`src/rtl/regfile_dump.sv`:
```
// Register-file dump engine: walks read addresses after a start pulse and streams each value out over valid/ready.
// Defining REGFILE_DUMP_SKIP_ZERO_EN skips x0, so the walk starts at index 1.
module regfile_dump #(
    parameter int NUM_REGS = 32,
    parameter int XLEN     = 32,
    parameter int ADDR_W   = 5
) (
    input  logic              clk,
    input  logic              rst,
    input  logic              start,
    output logic              busy,
    output logic              done,
    output logic [ADDR_W-1:0] rf_addr,
    input  logic [XLEN-1:0]   rf_data,
    output logic              out_valid,
    input  logic              out_ready,
    output logic [XLEN-1:0]   out_data,
    output logic [ADDR_W-1:0] out_index,
    output logic              out_last
);

`ifdef REGFILE_DUMP_SKIP_ZERO_EN
    localparam logic [ADDR_W-1:0] FIRST_IDX = ADDR_W'(1);
`else
    localparam logic [ADDR_W-1:0] FIRST_IDX = '0;
`endif
    localparam logic [ADDR_W-1:0] LAST_IDX = ADDR_W'(NUM_REGS - 1);

    typedef enum logic [1:0] {
        IDLE = 2'd0,
        READ = 2'd1,
        SEND = 2'd2,
        DONE = 2'd3
    } state_t;

    state_t            state;
    logic [ADDR_W-1:0] idx;

    // rf_addr is a registered copy of idx; it is updated on the same edge as idx so READ always sees the right address.
    always_ff @(posedge clk or posedge rst) begin
        if (rst) begin
            state     <= IDLE;
            idx       <= FIRST_IDX;
            busy      <= 1'b0;
            done      <= 1'b0;
            rf_addr   <= '0;
            out_valid <= 1'b0;
            out_data  <= '0;
            out_index <= '0;
            out_last  <= 1'b0;
        end else begin
            done <= 1'b0;
            case (state)
                IDLE: begin
                    if (start) begin
                        state   <= READ;
                        idx     <= FIRST_IDX;
                        rf_addr <= FIRST_IDX;
                        busy    <= 1'b1;
                    end else begin
                        rf_addr <= idx;
                    end
                end
                READ: begin
                    out_data  <= rf_data;
                    out_index <= idx;
                    out_last  <= (idx == LAST_IDX);
                    out_valid <= 1'b1;
                    state     <= SEND;
                end
                SEND: begin
                    if (out_valid && out_ready) begin
                        out_valid <= 1'b0;
                        if (out_last) begin
                            state <= DONE;
                            done  <= 1'b1;
                        end else begin
                            idx     <= idx + ADDR_W'(1);
                            rf_addr <= idx + ADDR_W'(1);
                            state   <= READ;
                        end
                    end
                end
                DONE: begin
                    state <= IDLE;
                    busy  <= 1'b0;
                end
                default: begin
                    state <= IDLE;
                    busy  <= 1'b0;
                end
            endcase
        end
    end

endmodule
```
`config.mk`:
```
export PLATFORM = sky130hd
export DESIGN_NAME = regfile_dump
export DESIGN_NICKNAME = d
export VERILOG_FILES = /design/src/rtl/regfile_dump.sv
export SDC_FILE = /design/constraint.sdc
export NUM_CORES = 1
export LEC_CHECK = 0
export ABC_AREA = 1
export BUFFER_PORTS_ARGS = -buffer_cell sky130_fd_sc_hd__buf_2
export CELL_PAD_IN_SITES_DETAIL_PLACEMENT = 1
export CELL_PAD_IN_SITES_GLOBAL_PLACEMENT = 1
export CORE_UTILIZATION = 34
export CTS_CLUSTER_DIAMETER = 80
export DETAILED_ROUTE_END_ITERATION = 16
export PLACE_DENSITY_LB_ADDON = 0.1
export SLEW_MARGIN = 20
export SYNTH_ARGS = -nofsm -noshare
export SYNTH_HDL_FRONTEND = slang
export SYNTH_SLANG_ARGS = --single-unit
```
`constraint.sdc`:
```
create_clock -name clk -period 1.6 [get_ports clk]
set_clock_uncertainty 0.1 [all_clocks]
set_input_delay 0.16 -clock clk [delete_from_list [all_inputs] [get_ports clk]]
set_output_delay 0.16 -clock clk [all_outputs]
set_load 0.01 [all_outputs]
```
==> flow_metrics.tcl, run 1 <==
set metrics [dict create \
    synth_edf_count 0 \
    rsz0062_at_grt "no" \
    crit_path_start_kind "flip-flop" \
    ir_drop_uv 412 \
    first_global_vias 1884 \
    whs_path_depth 3 \
    reg2regPathDepth 8 \
    die_w_um 77.9 \
    cts_made_buffers 5 \
    vias_per_cell 4.37 \
    cts_buffer_depth 2 \
    ff_latch_area_sq_um 1200 \
    gp_congestion 0.788 \
    worstPathRequired_ns 1.69 \
    holdBufCountCts 34 \
    cts_tree "done" \
    drt_iter0_markers 45 \
    hp-class "input pin to flip-flop" \
    ctsResizeCount 0 \
    insertion_delay_ns 0.29 \
    cp.arrival_ns 1.53 \
    reg2reg_slack_ns 0.15 \
    layout_setup_ws_ns 0.152 \
    grt_overflow_total 0 \
    finalCritPeriodShare 0.905 \
    synth_most_common_cell "nand2_1" \
    ys_seq_elements 48 \
    clock-sinks 48 \
    endpoint_kind "flip-flop" \
    status "complete, no violations" \
    syn-num-nets 264 \
    slew-limit-headroom 0.637 \
    syn_area_sq_um 1960 \
    startpoint "idx[1]" \
    min_from "out_ready" \
    num_vias 1825 \
    yosys-top-cells-area "dfrtp_1 (61%), nand2_1 (26%), nor2_1 (1.7%)" \
    antenna_found_initial 0 \
    drive_gt1_frac 0.292 \
    multi_input_area_sq_um 669 \
    routed_wl_um 5220 \
    clk_pin_slew_ns 0.08 \
    post_cts_buffers 0 \
    grt_max_degree 27 \
    p_per_area_nw_per_um2 701 \
    fillerInstances 706 \
    synth_top_area_frac 0.613 \
    hold_viol 0 \
    setup_tns_ns 0 \
    fp.dieH_um 77.9 \
    worst_slew_pin_slew_ns 0.544 \
    final_antenna_net_count 0 \
    synth_warnings 0 \
    synthArstFlopShare 1.00 \
    drv_cap 0 \
    wl_per_cell_um 12.5 \
    rows 27 \
    netlist_top_cells_count "nand2_1 (138), dfrtp_1 (48), nor2_1 (9), inv_1 (6), buf_2 (5)" \
    holdPathEnd "done" \
    pre_cts_ws_ns 0.150 \
    clock-root-buffer "clkbuf_8" \
    grt_pass1_wl_um 8870 \
    area_growth_pct 46.6 \
    synth_top_area_cell "dfrtp_1" \
    slew_violations 0 \
    avgSynthCellArea_sq_um 8.67 \
    drt-pass1-iter-count 4 \
    layout.nets 384 \
    htreeDepth 2 \
    synth.distinct_cells 17 \
    diodes 0 \
    power.leakage_nw 1.47 \
    r2r-start "idx[1]" \
    io_pins 82 \
    path_max_fanout 6 \
    track_usage 0.186 \
    initial_core_util 0.354 \
    final_core_util 0.518 \
    core_sq_um 5540 \
    drcViolationCount 0 \
    max_freq_ghz 0.690 \
    rr_endpoint "idx[4]" \
    ys_seq_area_frac 0.613 \
    path_class "flip-flop to flip-flop" \
    die_area_sq_um 6070 \
    hpwl_um 3390 \
    synthCells 226 \
    setup_viol 0 \
    fin_crit_ns 1.45 \
    numPortBuffers 81 \
    synth_top_flop_cell "dfrtp_1" \
]
## area by class of cell
type / instances / area share
sequential: 48 / 0.418
multi-input combinational: 162 / 0.233
inverter: 8 / 0.0105
clock buffer: 6 / 0.0253
timing repair buffer: 121 / 0.280
tap: 72 / 0.0314
clock inverter: 1 / 0.00174
## registers in the layout (all words and copies together), names as in the netlist
register and count:
out_data 32, idx 5, out_index 5, state 2
busy 1, done 1, out_last 1, out_valid 1
## cells by family (layout without fill, tap and decap cells)
kind of cell	after synthesis	in the layout	share of synthesized area
AOI/OAI and AO/OA	4	4	0.0115
adders and majority gates	2	2	0.0128
buffers and inverters	16	136	0.0453
DFF	48	48	0.613
and+or+nand+nor	156	156	0.317
## power by group
group	leakage (nW)	switching, mW	internal (mW)
combinational	0.933	0.0494	0.0888
clock	0.0410	0.365	0.298
sequential	0.493	0	1.21
## worst max-delay path, cell delays in order (launching register included)
cell and delay (ns):
dfrtp_1 0.43, ha_1 0.22, nand2_1 0.09, nor2_1 0.05, ha_1 0.26, inv_1 0.05, nor2_1 0.04, nand2_1 0.06
nand2_1 0.05
## worst max-delay path by stage
stage,endpoint,slack (ns),depth (start not counted)
floorplan,idx[4],0.17,8
global placement,idx[4],0.20,8
detailed placement,idx[4],0.15,8
CTS,idx[4],0.13,8
global route,idx[4],0.002,8
finish,idx[4],0.15,8
## routing by layer
layer | vias to the layer above | wire, um | share of wire | global-route usage
met4 | 0 | 50 | 0.0096 | 0.0444
li1 | 920 | - | - | -
met3 | 5 | 281 | 0.054 | 0.0459
met1 | 844 | 2420 | 0.46 | 0.242
met2 | 56 | 2470 | 0.47 | 0.312
met5 | - | 0 | 0 | 0
## metrics by stage
step                cell area [sq um]  hold slack [ns]  power [mW]  cells
global placement                 2450            0.141        1.31    377
finish                           2870           0.0756        2.01    418
floorplan                        1960            0.177        1.25    226
detailed placement               2450            0.145        1.31    377
CTS                              2870           0.0640        2.05    418
global route                     2870           0.0871        2.10    418
## layout by cell type, fill, tap and decap left out
cell type,instances
nand2_1,138
buf_2,81
dfrtp_1,48
dlygate4sd3_1,34
nor2_1,9
inv_1,5
clkbuf_8,5
buf_4,5
inv_2,3
nor2_4,2
nand3_1,2
nand2_2,2
nand4_1,2
ha_1,2
a21o_1,1
nor3b_2,1
o21ai_1,1
a21oi_1,1
o21ai_0,1
clkinv_2,1
clkbuf_1,1
buf_12,1
(Power assumes the default switching activity.)
==> run 2: changes to the inputs <==
Settings changed: ABC_AREA 1 to default, CORE_UTILIZATION 34 to 37.
==> flow_metrics.tcl, run 2 <==
set metrics [dict create \
    synth.distinct_cells 23 \
    ctsResizeCount 0 \
    synth_top_flop_cell "dfrtp_1" \
    clk_pin_slew_ns 0.09 \
    dp.cells 287 \
    endpoint_kind "flip-flop" \
    track_usage 0.185 \
    syn_area_sq_um 1990 \
    synth_top_area_frac 0.603 \
    synth_edf_count 0 \
    wl_per_cell_um 15.2 \
    rsz0062_at_grt "no" \
    synth_most_common_cell "dfrtp_1" \
    die_w_um 75.4 \
    gp_congestion 0.750 \
    post_cts_buffers 0 \
    worst_slew_pin_slew_ns 0.420 \
    grt_pass1_wl_um 7630 \
    path_max_fanout 2 \
    regMostFlops "out_data" \
    drt_iter0_markers 44 \
    synthArstFlopShare 1.00 \
    slew-limit-headroom 0.719 \
    ys_seq_elements 48 \
    synth_top_area_cell "dfrtp_1" \
    netlist_top_cells_count "dfrtp_1 (48), mux2_2 (29), nand3_1 (10), mux2_4 (9), nand2_1 (6)" \
    grt_max_degree 49 \
    rows 26 \
    synth_warnings 0 \
    hpwl_um 3220 \
    path_class "flip-flop to flip-flop" \
    cts_made_buffers 5 \
    worstPathRequired_ns 1.68 \
    place_area_sq_um 2530 \
    layout.nets 292 \
    cts_tree "done" \
    status "complete, no violations" \
    power.leakage_nw 1.47 \
    final_antenna_net_count 0 \
    clock-sinks 48 \
    drt-pass1-iter-count 4 \
    ys_seq_area_frac 0.603 \
    setup_tns_ns 0 \
    holdBufCountCts 27 \
    diodes 0 \
    setup_viol 0 \
    drcViolationCount 0 \
    instances_no_fill 325 \
    layout_common_cells "buf_2 (81), dfrtp_1 (48), dlygate4sd3_1 (30), mux2_2 (29), nand3_1 (10)" \
    vias_per_cell 4.69 \
    first_global_vias 1607 \
    clock-root-buffer "clkbuf_8" \
    area_growth_pct 47.0 \
    p_per_area_nw_per_um2 1690 \
    syn-num-nets 172 \
    initial_core_util 0.388 \
    final_common_cell "buf_2" \
    drv_cap 0 \
    cp.arrival_ns 1.54 \
    avgSynthCellArea_sq_um 14.9 \
    hold_viol 0 \
    core_sq_um 5140 \
    routed_wl_um 4950 \
    drive_gt1_frac 0.545 \
    finalCritPeriodShare 0.908 \
    htreeDepth 2 \
    synthCells 134 \
    fp.dieH_um 75.4 \
    yosys-top-cells-area "dfrtp_1 (60%), mux2_2 (16%), mux2_4 (6.8%)" \
    largest_reg_flops 32 \
    fin_area_sq_um 2930 \
    slew_violations 0 \
    grt_overflow_total 0 \
    antenna_found_initial 0 \
    die_area_sq_um 5680 \
    max_freq_ghz 0.688 \
    ir_drop_uv 737 \
    num_vias 1524 \
    insertion_delay_ns 0.29 \
    crit_path_start_kind "flip-flop" \
    fin_crit_ns 1.45 \
    cts_buffer_depth 2 \
    numPortBuffers 81 \
    io_pins 82 \
    hp-class "input pin to flip-flop" \
    top_regs "out_data x32, idx x5, out_index x5" \
]
-- run 2: cell types whose count changed after synthesis, moves of 8 or more --
cell     previous run  this run
nand2_1           138         6
mux2_2              0        29
mux2_4              0         9
nor2_1              9         0
nand3_1             2        10
-- run 2: power breakdown --
| part | leakage, nW | total [mW] | switching, mW | internal, mW |
|---|---|---|---|---|
| sequential | 0.590 | 2.03 | 0.303 | 1.72 |
| combinational | 0.831 | 2.19 | 0.980 | 1.21 |
| clock | 0.0510 | 0.740 | 0.395 | 0.346 |
-- run 2: worst paths after layout --
check | slack [ns] | cells after the start | end | from
setup / recovery | 0.15 | 4 | out_last | idx[0]
hold / removal | 0.005 | 2 | out_data[2] | rf_data[2]
setup reg to reg | 0.15 | 4 | out_last | idx[0]
hold reg to reg | 0.41 | 1 | out_data[28] | out_data[28]
max in group asynchronous | 0.83 | 4 | out_data[2] | rst
min in group asynchronous | 0.35 | 4 | idx[3] | rst
-- run 2: kinds of logic (layout without fill, tap and decap cells) --
| family | count (synthesis) | count (layout) | share of synthesized area |
|---|---|---|---|
| AO/OA/AOI/OAI | 9 | 9 | 0.0295 |
| adder cells (fa/ha/maj) | 2 | 2 | 0.0126 |
| buffers and inverters | 9 | 130 | 0.0295 |
| flip-flops | 48 | 48 | 0.603 |
| multiplexers | 38 | 38 | 0.232 |
| AND/OR/NAND/NOR | 28 | 28 | 0.0936 |
-- run 2: worst max-delay path, stage by stage (launching register included) --
cell,delay (ns)
dfrtp_1,0.39
ha_1,0.22
and3_1,0.19
ha_1,0.17
mux2_2,0.26
-- run 2: per-stage QoR --
stage / utilization / hold WS, ns / worst slack, ns / total power, mW
after detailed placement: 0.493 / 0.121 / 0.155 / 4.20
after floorplan: - / 0.208 / 0.131 / 3.36
after global routing: 0.570 / 0.00366 / 0.0543 / 5.28
after global placement: 0.493 / 0.118 / 0.186 / 4.10
final: 0.570 / 0.00472 / 0.147 / 4.96
after CTS: 0.564 / 0.000718 / 0.138 / 5.00
-- run 2: cell type report --
type | instances | area [sq um]
clock buffers | 6 | 82.6
clock inverters | 2 | 10.0
fillers | 572 | 2210
inverters | 3 | 11.3
multi-input cells | 77 | 732
flip-flops and latches | 48 | 1200
well taps | 70 | 87.6
repair buffers | 119 | 803
-- run 2: layer usage --
layer	wire length, um	vias to the layer above	global-route usage
li1	-	712	-
met1	1960	767	0.210
met2	2740	43	0.343
met3	226	2	0.0516
met4	17	0	0.0494
met5	0	-	0
==> run 3: changes to the inputs <==
Settings changed: REMOVE_ABC_BUFFERS from default to 1.
==> flow_metrics.tcl, run 3 (same netlist as run 2, synthesis figures left out) <==
set metrics [dict create \
    area_growth_pct 41.1 \
    core_sq_um 5140 \
    drt-pass1-iter-count 4 \
    setup_tns_ns 0 \
    worst_slew_pin_slew_ns 0.494 \
    die_area_sq_um 5680 \
    seqPwrFrac 0.416 \
    reg2regPathDepth 4 \
    p_per_area_nw_per_um2 1720 \
    final_common_cell "buf_2" \
    clk_pin_slew_ns 0.08 \
    p_clk_frac 0.136 \
    setup_viol 0 \
    rows 26 \
    worstPathRequired_ns 1.73 \
    layout.nets 283 \
    hp-class "input pin to flip-flop" \
    grt_max_degree 49 \
    drv_cap 0 \
    htreeDepth 2 \
    grt_overflow_total 0 \
    rr_endpoint "idx[3]" \
    path_class "flip-flop to flip-flop" \
    power.leakage_nw 1.42 \
    rsz0062_at_grt "no" \
    fin_area_sq_um 2810 \
    clock-sinks 48 \
    track_usage 0.171 \
    ir_drop_uv 850 \
    final_antenna_net_count 0 \
    max_freq_ghz 0.680 \
    routed_wl_um 4900 \
    cts_tree "done" \
    p_sw_mw 1.65 \
    io_pins 82 \
    grt_pass1_wl_um 7160 \
    layout_common_cells "buf_2 (81), dfrtp_1 (48), mux2_2 (29), dlygate4sd3_1 (21), nand3_1 (10)" \
    vias_per_cell 4.87 \
    hpwl_um 3390 \
    fp.dieH_um 75.4 \
    endpoint "idx[3]" \
    startpoint "state[1]" \
    finalPower_mw 4.84 \
    clock-root-buffer "clkbuf_8" \
    diodes 0 \
    pwr-share-comb 0.449 \
    fillerInstances 558 \
    ctsResizeCount 0 \
    fin_crit_ns 1.47 \
    die_w_um 75.4 \
    numPortBuffers 81 \
    num_vias 1533 \
    antenna_found_initial 0 \
    slew-limit-headroom 0.670 \
    first_global_vias 1534 \
    finalCritPeriodShare 0.919 \
    endpoint_kind "flip-flop" \
    cts_made_buffers 5 \
    place_area_sq_um 2520 \
    regMostFlops "out_data" \
    path_max_fanout 15 \
    gp_congestion 0.779 \
    p_int_mw 3.19 \
    cts_buffer_depth 2 \
    status "complete, no violations" \
    swShare 0.341 \
    top_regs "out_data x32, idx x5, out_index x5" \
    whs_path_depth 2 \
    slew_violations 0 \
    hold_viol 0 \
    cp.arrival_ns 1.60 \
    insertion_delay_ns 0.29 \
    r2r-start "state[1]" \
    largest_reg_flops 32 \
    reg2reg_slack_ns 0.13 \
    drive_gt1_frac 0.559 \
    crit_path_start_kind "flip-flop" \
    drcViolationCount 0 \
    drt_iter0_markers 19 \
    wl_per_cell_um 15.5 \
    initial_core_util 0.388 \
]
run 3: worst max-delay path, cell delays in order (launching register included):
cell	delay [ns]
dfrtp_1	0.39
buf_4	0.22
nand2b_1	0.13
or4_1	0.47
nand3_1	0.10
run 3: metal layers:
metal	vias up	GRT usage	share of wire
met2	53	0.319	0.55
met1	780	0.194	0.39
li1	694	-	-
met4	0	0.0556	0.011
met3	6	0.0370	0.046
met5	-	0	0
run 3: cell type report:
cell class / count / area, sq um / area share
multi-input cells: 77 / 732 / 0.260
clock buffers: 6 / 72.6 / 0.0258
well taps: 70 / 87.6 / 0.0312
clock inverters: 1 / 5.00 / 0.00178
inverters: 3 / 11.3 / 0.00401
repair buffers: 110 / 701 / 0.249
flip-flops and latches: 48 / 1200 / 0.427
run 3: worst min path at each step:
stage / to / slack (ns) / start
finish: out_data[29] / 0.01 / rf_data[29]
global route: out_data[6] / 0.002 / rf_data[6]
CTS: out_data[24] / 0.0006 / rf_data[24]
detailed placement: out_data[10] / 0.13 / rst
global placement: out_data[7] / 0.12 / rst
floorplan: out_data[11] / 0.21 / rf_data[11]
run 3: power by group through the flow:
stage	Sequential, mW	Combinational (mW)	Clock (mW)
2_1_floorplan	2.30	0.974	0
3_3_place_gp	1.99	2.07	0
3_5_place_dp	2.04	2.15	0
4_1_cts	2.02	2.20	0.695
5_1_grt	2.08	2.37	0.733
6_report	2.01	2.17	0.657
run 3: stage by stage:
step / hold WS [ns] / util / worst slack [ns] / cells
finish: 0.0101 / 0.547 / 0.129 / 315
global route: 0.00167 / 0.547 / 0.0576 / 315
CTS: 0.000573 / 0.545 / 0.125 / 314
detailed placement: 0.133 / 0.491 / 0.138 / 287
global placement: 0.125 / 0.491 / 0.199 / 287
floorplan: 0.208 / - / -0.274 / 128
run 3: timing repair:
item                      CTS  global route
buffers inserted            0             0
hold endpoints to repair   67             1
hold buffers               20             1
